<file path="src/rtl/vermibus_router_pkg.sv">
// Shared types and constants for the Vermibus data-bus router.
package vermibus_router_pkg;

    typedef enum logic [1:0] {
        IDLE  = 2'd0,
        WAIT  = 2'd1,
        ABORT = 2'd2
    } router_state_t;

    localparam int DEVICE_ID_MSB = 31;
    localparam int DEVICE_ID_LSB = 24;
    localparam int MAX_DEVICES   = 16;

endpackage

</file>
<file path="src/rtl/vermibus_router_if.sv">
// Bundle of the CPU dbus side (m_*) and the per-channel device side (s_*) of the router.
interface vermibus_router_if
    import vermibus_router_pkg::*;
#(
    parameter int NUM_DEVICES = 4
);
    logic                         m_valid;
    logic [31:0]                  m_address;
    logic [3:0]                   m_wstrobe;
    logic [31:0]                  m_wdata;
    logic [31:0]                  m_rdata;
    logic                         m_ready;
    logic                         m_irq;
    logic [NUM_DEVICES-1:0]       s_valid;
    logic [31:0]                  s_address;
    logic [3:0]                   s_wstrobe;
    logic [31:0]                  s_wdata;
    logic [NUM_DEVICES-1:0][31:0] s_rdata;
    logic [NUM_DEVICES-1:0]       s_ready;
    logic [NUM_DEVICES-1:0]       s_irq;

    // The router itself: slave to the CPU, driver of the device channels.
    modport slave (
        input  m_valid, m_address, m_wstrobe, m_wdata,
        output m_rdata, m_ready, m_irq,
        output s_valid, s_address, s_wstrobe, s_wdata,
        input  s_rdata, s_ready, s_irq
    );

    // The CPU plus devices surrounding the router.
    modport master (
        output m_valid, m_address, m_wstrobe, m_wdata,
        input  m_rdata, m_ready, m_irq,
        input  s_valid, s_address, s_wstrobe, s_wdata,
        output s_rdata, s_ready, s_irq
    );

endinterface

</file>
<file path="src/rtl/vermibus_timeout_counter.sv">
// Saturating wait-cycle counter for the router; expired flags TIMEOUT_CYCLES reached.
module vermibus_timeout_counter #(
    parameter int TIMEOUT_CYCLES = 256
) (
    input  logic clk,
    input  logic reset_n,
    input  logic start,
    input  logic run,
    input  logic clear,
    output logic expired
);
    localparam int            CW    = $clog2(TIMEOUT_CYCLES + 1);
    localparam logic [CW-1:0] LIMIT = CW'(TIMEOUT_CYCLES);
    localparam logic [CW-1:0] ONE   = CW'(1'b1);

    logic [CW-1:0] cnt_q;
    logic [CW-1:0] cnt_d;

    // Next count: clear beats start beats run; holds at LIMIT instead of wrapping.
    always_comb begin
        cnt_d = cnt_q;
        if (clear) begin
            cnt_d = '0;
        end else if (start) begin
            cnt_d = ONE;
        end else if (run && (cnt_q != LIMIT)) begin
            cnt_d = cnt_q + ONE;
        end else begin
            cnt_d = cnt_q;
        end
    end

    // Count register.
    always_ff @(posedge clk or negedge reset_n) begin
        if (!reset_n) begin
            cnt_q <= '0;
        end else begin
            cnt_q <= cnt_d;
        end
    end

    assign expired = (cnt_q == LIMIT);

endmodule

</file>
<file path="src/rtl/vermibus_router.sv">
// Address-decoding router from one dbus master to NUM_DEVICES Vermibus channels.
// Optional per-channel transfer counters: define VERMIBUS_ROUTER_STATS_EN.
module vermibus_router
    import vermibus_router_pkg::*;
#(
    parameter int          NUM_DEVICES    = 4,
    parameter logic [7:0]  DEV_IDS [NUM_DEVICES] = '{8'h00, 8'h10, 8'h20, 8'h30},
    parameter int          TIMEOUT_CYCLES = 256,
    parameter logic [31:0] ERROR_RDATA    = 32'hDEADBEEF
) (
    input  logic              clk,
    input  logic              reset_n,
    vermibus_router_if.slave  bus,
    output logic              err_pending,
    output logic [31:0]       err_address,
    input  logic              err_clear
`ifdef VERMIBUS_ROUTER_STATS_EN
    ,
    output logic [31:0]       stats_count [NUM_DEVICES]
`endif
);
    localparam int IDX_W = (NUM_DEVICES > 1) ? $clog2(NUM_DEVICES) : 1;

    router_state_t          state_q;
    router_state_t          state_d;
    logic                   hit_found_s;
    logic [IDX_W-1:0]       hit_idx_s;
    logic                   sel_ready_s;
    logic [NUM_DEVICES-1:0] s_valid_s;
    logic                   m_ready_s;
    logic [31:0]            m_rdata_s;
    logic                   err_event_s;
    logic                   tc_start_s;
    logic                   tc_run_s;
    logic                   tc_clear_s;
    logic                   tc_expired_s;
    logic                   err_pending_q;
    logic                   err_pending_d;
    logic [31:0]            err_address_q;
    logic [31:0]            err_address_d;

    // Descending scan so the lowest matching channel index wins.
    always_comb begin
        hit_found_s = 1'b0;
        hit_idx_s   = '0;
        for (int i = NUM_DEVICES - 1; i >= 0; i--) begin
            if (bus.m_address[DEVICE_ID_MSB:DEVICE_ID_LSB] == DEV_IDS[i]) begin
                hit_found_s = 1'b1;
                hit_idx_s   = IDX_W'(i);
            end else begin
                hit_found_s = hit_found_s;
            end
        end
    end

    assign sel_ready_s = hit_found_s ? bus.s_ready[hit_idx_s] : 1'b0;

    // Master/device response muxing; ABORT masks the device completely.
    always_comb begin
        s_valid_s   = '0;
        m_ready_s   = 1'b0;
        m_rdata_s   = 32'h0000_0000;
        err_event_s = 1'b0;
        if (state_q == ABORT) begin
            m_ready_s   = 1'b1;
            m_rdata_s   = ERROR_RDATA;
            err_event_s = 1'b1;
        end else if (bus.m_valid) begin
            if (hit_found_s) begin
                s_valid_s[hit_idx_s] = 1'b1;
                m_ready_s            = bus.s_ready[hit_idx_s];
                m_rdata_s            = bus.s_rdata[hit_idx_s];
            end else begin
                m_ready_s   = 1'b1;
                m_rdata_s   = ERROR_RDATA;
                err_event_s = 1'b1;
            end
        end else begin
            m_ready_s = 1'b0;
        end
    end

    // FSM next state and timeout counter controls.
    always_comb begin
        state_d    = state_q;
        tc_start_s = 1'b0;
        tc_run_s   = 1'b0;
        tc_clear_s = 1'b0;
        case (state_q)
            IDLE: begin
                if (bus.m_valid && hit_found_s && !sel_ready_s) begin
                    state_d    = WAIT;
                    tc_start_s = 1'b1;
                end else begin
                    state_d = IDLE;
                end
            end
            WAIT: begin
                if (!bus.m_valid || sel_ready_s) begin
                    state_d    = IDLE;
                    tc_clear_s = 1'b1;
                end else if (tc_expired_s) begin
                    state_d    = ABORT;
                    tc_clear_s = 1'b1;
                end else begin
                    tc_run_s = 1'b1;
                end
            end
            ABORT: begin
                state_d    = IDLE;
                tc_clear_s = 1'b1;
            end
            default: begin
                state_d    = IDLE;
                tc_clear_s = 1'b1;
            end
        endcase
    end

    // State register.
    always_ff @(posedge clk or negedge reset_n) begin
        if (!reset_n) begin
            state_q <= IDLE;
        end else begin
            state_q <= state_d;
        end
    end

    vermibus_timeout_counter #(
        .TIMEOUT_CYCLES (TIMEOUT_CYCLES)
    ) u_timeout (
        .clk     (clk),
        .reset_n (reset_n),
        .start   (tc_start_s),
        .run     (tc_run_s),
        .clear   (tc_clear_s),
        .expired (tc_expired_s)
    );

    // Sticky error: clear wins; only the first error address after a clear is kept.
    always_comb begin
        err_pending_d = err_pending_q;
        err_address_d = err_address_q;
        if (err_clear) begin
            err_pending_d = 1'b0;
        end else if (err_event_s && !err_pending_q) begin
            err_pending_d = 1'b1;
            err_address_d = bus.m_address;
        end else begin
            err_pending_d = err_pending_q;
        end
    end

    // Error capture registers.
    always_ff @(posedge clk or negedge reset_n) begin
        if (!reset_n) begin
            err_pending_q <= 1'b0;
            err_address_q <= 32'h0000_0000;
        end else begin
            err_pending_q <= err_pending_d;
            err_address_q <= err_address_d;
        end
    end

`ifdef VERMIBUS_ROUTER_STATS_EN
    logic [31:0] stats_q [NUM_DEVICES];

    // Per-channel completed-transfer counters, saturating.
    always_ff @(posedge clk or negedge reset_n) begin
        if (!reset_n) begin
            for (int i = 0; i < NUM_DEVICES; i++) begin
                stats_q[i] <= 32'h0000_0000;
            end
        end else if (err_clear) begin
            for (int i = 0; i < NUM_DEVICES; i++) begin
                stats_q[i] <= 32'h0000_0000;
            end
        end else begin
            for (int i = 0; i < NUM_DEVICES; i++) begin
                if (s_valid_s[i] && bus.s_ready[i] && (stats_q[i] != 32'hFFFF_FFFF)) begin
                    stats_q[i] <= stats_q[i] + 32'd1;
                end else begin
                    stats_q[i] <= stats_q[i];
                end
            end
        end
    end

    assign stats_count = stats_q;
`endif

    assign bus.s_valid   = s_valid_s;
    assign bus.s_address = bus.m_address;
    assign bus.s_wstrobe = bus.m_wstrobe;
    assign bus.s_wdata   = bus.m_wdata;
    assign bus.m_ready   = m_ready_s;
    assign bus.m_rdata   = m_rdata_s;
    assign bus.m_irq     = |bus.s_irq;
    assign err_pending   = err_pending_q;
    assign err_address   = err_address_q;

endmodule

</file>
<file path="src/flat_wrapper.sv">
// flat-port wrapper written by rule: the top's interface ports become plain ports
module vermibus_router_flat import vermibus_router_pkg::*;
#(
    parameter int          NUM_DEVICES    = 4,
    parameter logic [7:0]  DEV_IDS [NUM_DEVICES] = '{8'h00, 8'h10, 8'h20, 8'h30},
    parameter int          TIMEOUT_CYCLES = 256,
    parameter logic [31:0] ERROR_RDATA    = 32'hDEADBEEF
)
  (clk, reset_n, err_pending, err_address, err_clear, bus_m_valid, bus_m_address, bus_m_wstrobe, bus_m_wdata, bus_m_rdata, bus_m_ready, bus_m_irq, bus_s_valid, bus_s_address, bus_s_wstrobe, bus_s_wdata, bus_s_rdata, bus_s_ready, bus_s_irq);
  vermibus_router_if #(.NUM_DEVICES(NUM_DEVICES)) bus_i ();
  input  logic clk;
  input  logic reset_n;
  output logic err_pending;
  output logic [31:0] err_address;
  input  logic err_clear;
  input wire logic [$bits(bus_i.m_valid)-1:0] bus_m_valid;
  input wire logic [$bits(bus_i.m_address)-1:0] bus_m_address;
  input wire logic [$bits(bus_i.m_wstrobe)-1:0] bus_m_wstrobe;
  input wire logic [$bits(bus_i.m_wdata)-1:0] bus_m_wdata;
  output wire logic [$bits(bus_i.m_rdata)-1:0] bus_m_rdata;
  output wire logic [$bits(bus_i.m_ready)-1:0] bus_m_ready;
  output wire logic [$bits(bus_i.m_irq)-1:0] bus_m_irq;
  output wire logic [$bits(bus_i.s_valid)-1:0] bus_s_valid;
  output wire logic [$bits(bus_i.s_address)-1:0] bus_s_address;
  output wire logic [$bits(bus_i.s_wstrobe)-1:0] bus_s_wstrobe;
  output wire logic [$bits(bus_i.s_wdata)-1:0] bus_s_wdata;
  input wire logic [$bits(bus_i.s_rdata)-1:0] bus_s_rdata;
  input wire logic [$bits(bus_i.s_ready)-1:0] bus_s_ready;
  input wire logic [$bits(bus_i.s_irq)-1:0] bus_s_irq;
  assign bus_i.m_valid = bus_m_valid;
  assign bus_i.m_address = bus_m_address;
  assign bus_i.m_wstrobe = bus_m_wstrobe;
  assign bus_i.m_wdata = bus_m_wdata;
  assign bus_m_rdata = bus_i.m_rdata;
  assign bus_m_ready = bus_i.m_ready;
  assign bus_m_irq = bus_i.m_irq;
  assign bus_s_valid = bus_i.s_valid;
  assign bus_s_address = bus_i.s_address;
  assign bus_s_wstrobe = bus_i.s_wstrobe;
  assign bus_s_wdata = bus_i.s_wdata;
  assign bus_i.s_rdata = bus_s_rdata;
  assign bus_i.s_ready = bus_s_ready;
  assign bus_i.s_irq = bus_s_irq;
  vermibus_router #(.NUM_DEVICES(NUM_DEVICES), .DEV_IDS(DEV_IDS), .TIMEOUT_CYCLES(TIMEOUT_CYCLES), .ERROR_RDATA(ERROR_RDATA)) u_core (.clk(clk), .reset_n(reset_n), .bus(bus_i), .err_pending(err_pending), .err_address(err_address), .err_clear(err_clear));
endmodule
</file>
<file path="config.mk">
export PLATFORM = sky130hd
export DESIGN_NAME = vermibus_router_flat
export DESIGN_NICKNAME = d
export VERILOG_FILES = /design/src/rtl/vermibus_router_pkg.sv /design/src/rtl/vermibus_router_if.sv /design/src/rtl/vermibus_timeout_counter.sv /design/src/rtl/vermibus_router.sv /design/src/flat_wrapper.sv
export SDC_FILE = /design/constraint.sdc
export NUM_CORES = 1
export LEC_CHECK = 0
export CAP_MARGIN = 5
export CORE_AREA = 2 2 136 138
export DETAILED_ROUTE_END_ITERATION = 8
export DIE_AREA = 0 0 138 140
export GPL_TIMING_DRIVEN = 1
export PLACE_DENSITY = 0.7
export SLEW_MARGIN = 20
export SYNTH_ARGS = -nofsm -noshare
export SYNTH_HDL_FRONTEND = slang
export SYNTH_SLANG_ARGS = --single-unit
export TNS_END_PERCENT = 1
</file>
<file path="constraint.sdc">
create_clock -name clk -period 2.6 [get_ports clk]
set_clock_uncertainty 0.15 [all_clocks]
set_input_delay 0.65 -clock clk [delete_from_list [all_inputs] [get_ports clk]]
set_output_delay 0.65 -clock clk [all_outputs]
set_load 0.005 [all_outputs]
</file>
==> results of run 1 <==
-- through the flow --
step	setup TNS, ps	hold slack, ps
floorplan	-19.82	204.4
global placement	-59570	322.8
detailed placement	-58890	332.3
CTS	-12600	312.8
global route	-14080	343.8
finish	-11520	293.5
-- cell type report --
cell class	instances	area, um2	area share [%]
Clock buffer	6	138.9	1.966
Clock inverter	2	15.01	0.2125
Inverter	5	18.77	0.2657
Multi-Input combinational cell	232	2095	29.65
Sequential cell	44	1101	15.59
Tap cell	229	286.5	4.056
Timing Repair Buffer	347	3410	48.26
-- worst max-delay path by stage --
stage,slack (ps),from,depth (start not counted),endpoint
floorplan,-20,bus_m_address[31],4,bus_s_valid[1]
global placement,-1270,bus_m_address[31],8,bus_m_rdata[7]
detailed placement,-1250,bus_m_address[31],8,bus_m_rdata[7]
CTS,-420,bus_m_address[24],8,bus_m_rdata[19]
global route,-420,bus_m_address[31],10,bus_m_rdata[1]
finish,-370,bus_m_address[24],7,bus_m_rdata[24]
-- cell usage after synthesis (2+ instances only) --
cell and count:
nor2_1 14, and3_1 3, nor2b_1 2, buf_4 68
o211ai_1 3, dfrtp_1 44, mux2_2 58, clkbuf_1 17
inv_1 5, o21ai_0 28, mux2i_1 2, nor3_1 6
a22oi_1 28, a31oi_1 4, nand2_1 12, nand4_1 3
buf_6 2, a21oi_1 2, buf_2 7, nand2b_1 2
or4_1 3, nor3b_1 2, mux4_2 5, mux2_1 2
nand3_1 8, ha_1 2, a2bb2oi_1 28
-- report_power, final --
| part | total [mW] | switching, mW | internal, mW |
|---|---|---|---|
| clock network | 0.636 | 0.254 | 0.382 |
| registers | 0.845 | 0.0538 | 0.791 |
| logic | 1.04 | 0.334 | 0.707 |
-- repair_timing --
item / 4_1_cts / 5_1_grt
endpoints found under the hold margin: 0 / 0
gates resized for setup: 205 / 54
pin swaps: 14 / 12
buffers inserted: 23 / 3
setup endpoints to repair: 80 / 42
gates cloned: 4 / 3
-- logic make-up after synthesis --
family	share of synthesized area [%]
buffers and inverters	17.85
AOI/OAI and AO/OA	20.75
DFF	30.03
adders and majority gates	0.6825
and+or+nand+nor	8.635
muxes	22.05
-- sequential cells by signal, summed over array words and instances (netlist names) --
signal / cells
u_core.u_timeout.cnt_q: 9
u_core.state_q: 2
u_core.err_address: 32
u_core.err_pending: 1
-- critical path: stages --
cell	delay, ps
buf_12	110
or4_4	570
buf_6	140
or3_4	360
buf_6	140
nor2_1	70
buf_2	110
-- metal layers --
layer,share of wire (%),vias up,GRT usage [%]
met5,0.081,-,0
met4,3.2,2,6.552
met3,9.4,24,5.265
met2,50,254,26.76
met1,38,1881,17.83
li1,-,1859,-
==> metrics.yaml, run 1 <==
status:
  status: "complete, but fails checks"
  violations: "negative setup slack"
drt:
  antenna_left: 0
  routed_wirelength_mm: 16.03
  via_per_inst: 4.647
  wl_per_cell_um: 18.53
  vias: 4020
  drt-initial-drc-count: 185
  drc: 0
  dr.pass1.iters: 4
power_and_ir_drop:
  leakagePower_nw: 2.850
  power.density_nw_per_um2: 356.8
  total_power_mw: 2.521
  vdd_ir_drop_max_mv: 0.2494
clock_network:
  clkTransAtPathRegs_ps: 60
  htree_num_levels: 2
  clk_latency_ps: 290
  hold_buffers: 0
  cts_buffers: 5
  cts_root_buf: "clkbuf_16"
  cts_tree: "built"
  clock_sinks: 44
  cts.path.max_buffers: 2
final_layout:
  layout_commonest_cell: "clkdlybuf4s50_1"
  area_delta_synth_final_pct: 92.70
  utilization_pct: 39.73
  drive_gt1_share_pct: 35.85
  final_cell_area_um2: 7064
  final_cell_mix: "clkdlybuf4s50_1 (226), mux2_2 (58), dfrtp_1 (44), buf_4 (34)"
  antenna-diode-count: 0
  n_fill_cell: 1717
  nets: 845
  layout.cells.non_filler: 865
worst_setup_path:
  timing.rr.end: "u_core.u_timeout.cnt_q[8]$_DFFE_PN0P_"
  start_kind: "input pin"
  cp_max_fo: 4
  r2r_cells: 4
  r2r-start: "u_core.u_timeout.cnt_q[5]$_DFFE_PN0P_"
  worstPathRequired_ps: 1800
  regToRegSetupSlack_ps: 350
  worstSetupPathType: "in2out"
  end_kind: "primary output"
  critical_path_arrival_ps: 2170
grt:
  grt_antenna_before_repair: 1
  grt_pass1_vias: 4152
  grt_pass1_wl_mm: 23.81
  grt_max_degree: 45
  grt_overflow_total: 0
  grt_usage_pct: 15.61
synth:
  synth_cell_types: 42
  syn_area_um2: 3666
  synth_area_per_cell_um2: 9.776
  yosysSeqAreaShare_pct: 30.03
  synth-async-reset-ratio_pct: 100.0
  synth_seq_cells: 44
  synth_ff_type: "dfrtp_1"
  ys_top_cells_by_area: "dfrtp_1 (30%), mux2_2 (18%), buf_4 (14%)"
  ys.warnings.count: 0
  yosysTopAreaCellShare_pct: 30.03
  syn_inst: 375
  synth_area_leader_cell: "dfrtp_1"
  synth_nets: 585
  synth_edf_count: 0
placement:
  routabilityCongestion: 0.7872
  placed_area_um2: 6476
  dp_slack_ps: -1247
  place.detailed.hpwl_mm: 12.19
  portBuffers: 274
  dpl.cell_count: 825
sta:
  finalHoldViolCount: 0
  fmax_mhz: 337.2
  finalCritPeriodShare_pct: 114.1
  worst_pin_slew_ps: 561.1
  setup_slack_ps: -365.4
  slew_viol_final: 0
  finalSetupViolCount: 38
  maxSlewHeadroom_pct: 62.51
  rsz0062_at_grt: "yes"
  period_needed_ps: 2965
floorplanning:
  ios: 347
  fp.coreArea_um2: 17780
  core.rowCount: 49
  start_util_pct: 20.62
  dieHeight_um: 140
  dieArea_um2: 19320
  die_x_um: 138
worst_hold_path:
  hold_path.class: "in2async"
job:
  maxCapViolCount: 0
No activity file was read; power rests on OpenSTA's default activity.
==> run 2: changes to the inputs <==
--- a/config.mk
+++ b/config.mk
@@ -11,7 +11,6 @@
 export DIE_AREA = 0 0 138 140
 export GPL_TIMING_DRIVEN = 1
 export PLACE_DENSITY = 0.7
-export SLEW_MARGIN = 20
 export SYNTH_ARGS = -nofsm -noshare
 export SYNTH_HDL_FRONTEND = slang
 export SYNTH_SLANG_ARGS = --single-unit
==> results of run 2 <==
No change in the layout: final DEF, timing and power equal those of run 1.
==> run 3: changes to the inputs <==
--- a/config.mk
+++ b/config.mk
@@ -5,10 +5,11 @@
 export SDC_FILE = /design/constraint.sdc
 export NUM_CORES = 1
 export LEC_CHECK = 0
-export CAP_MARGIN = 5
+export CAP_MARGIN = 20
 export CORE_AREA = 2 2 136 138
 export DETAILED_ROUTE_END_ITERATION = 8
 export DIE_AREA = 0 0 138 140
+export GPL_ROUTABILITY_DRIVEN = 0
 export GPL_TIMING_DRIVEN = 1
 export PLACE_DENSITY = 0.7
 export SYNTH_ARGS = -nofsm -noshare
==> results of run 3 <==
No change in the layout: final DEF, timing and power equal those of run 1.
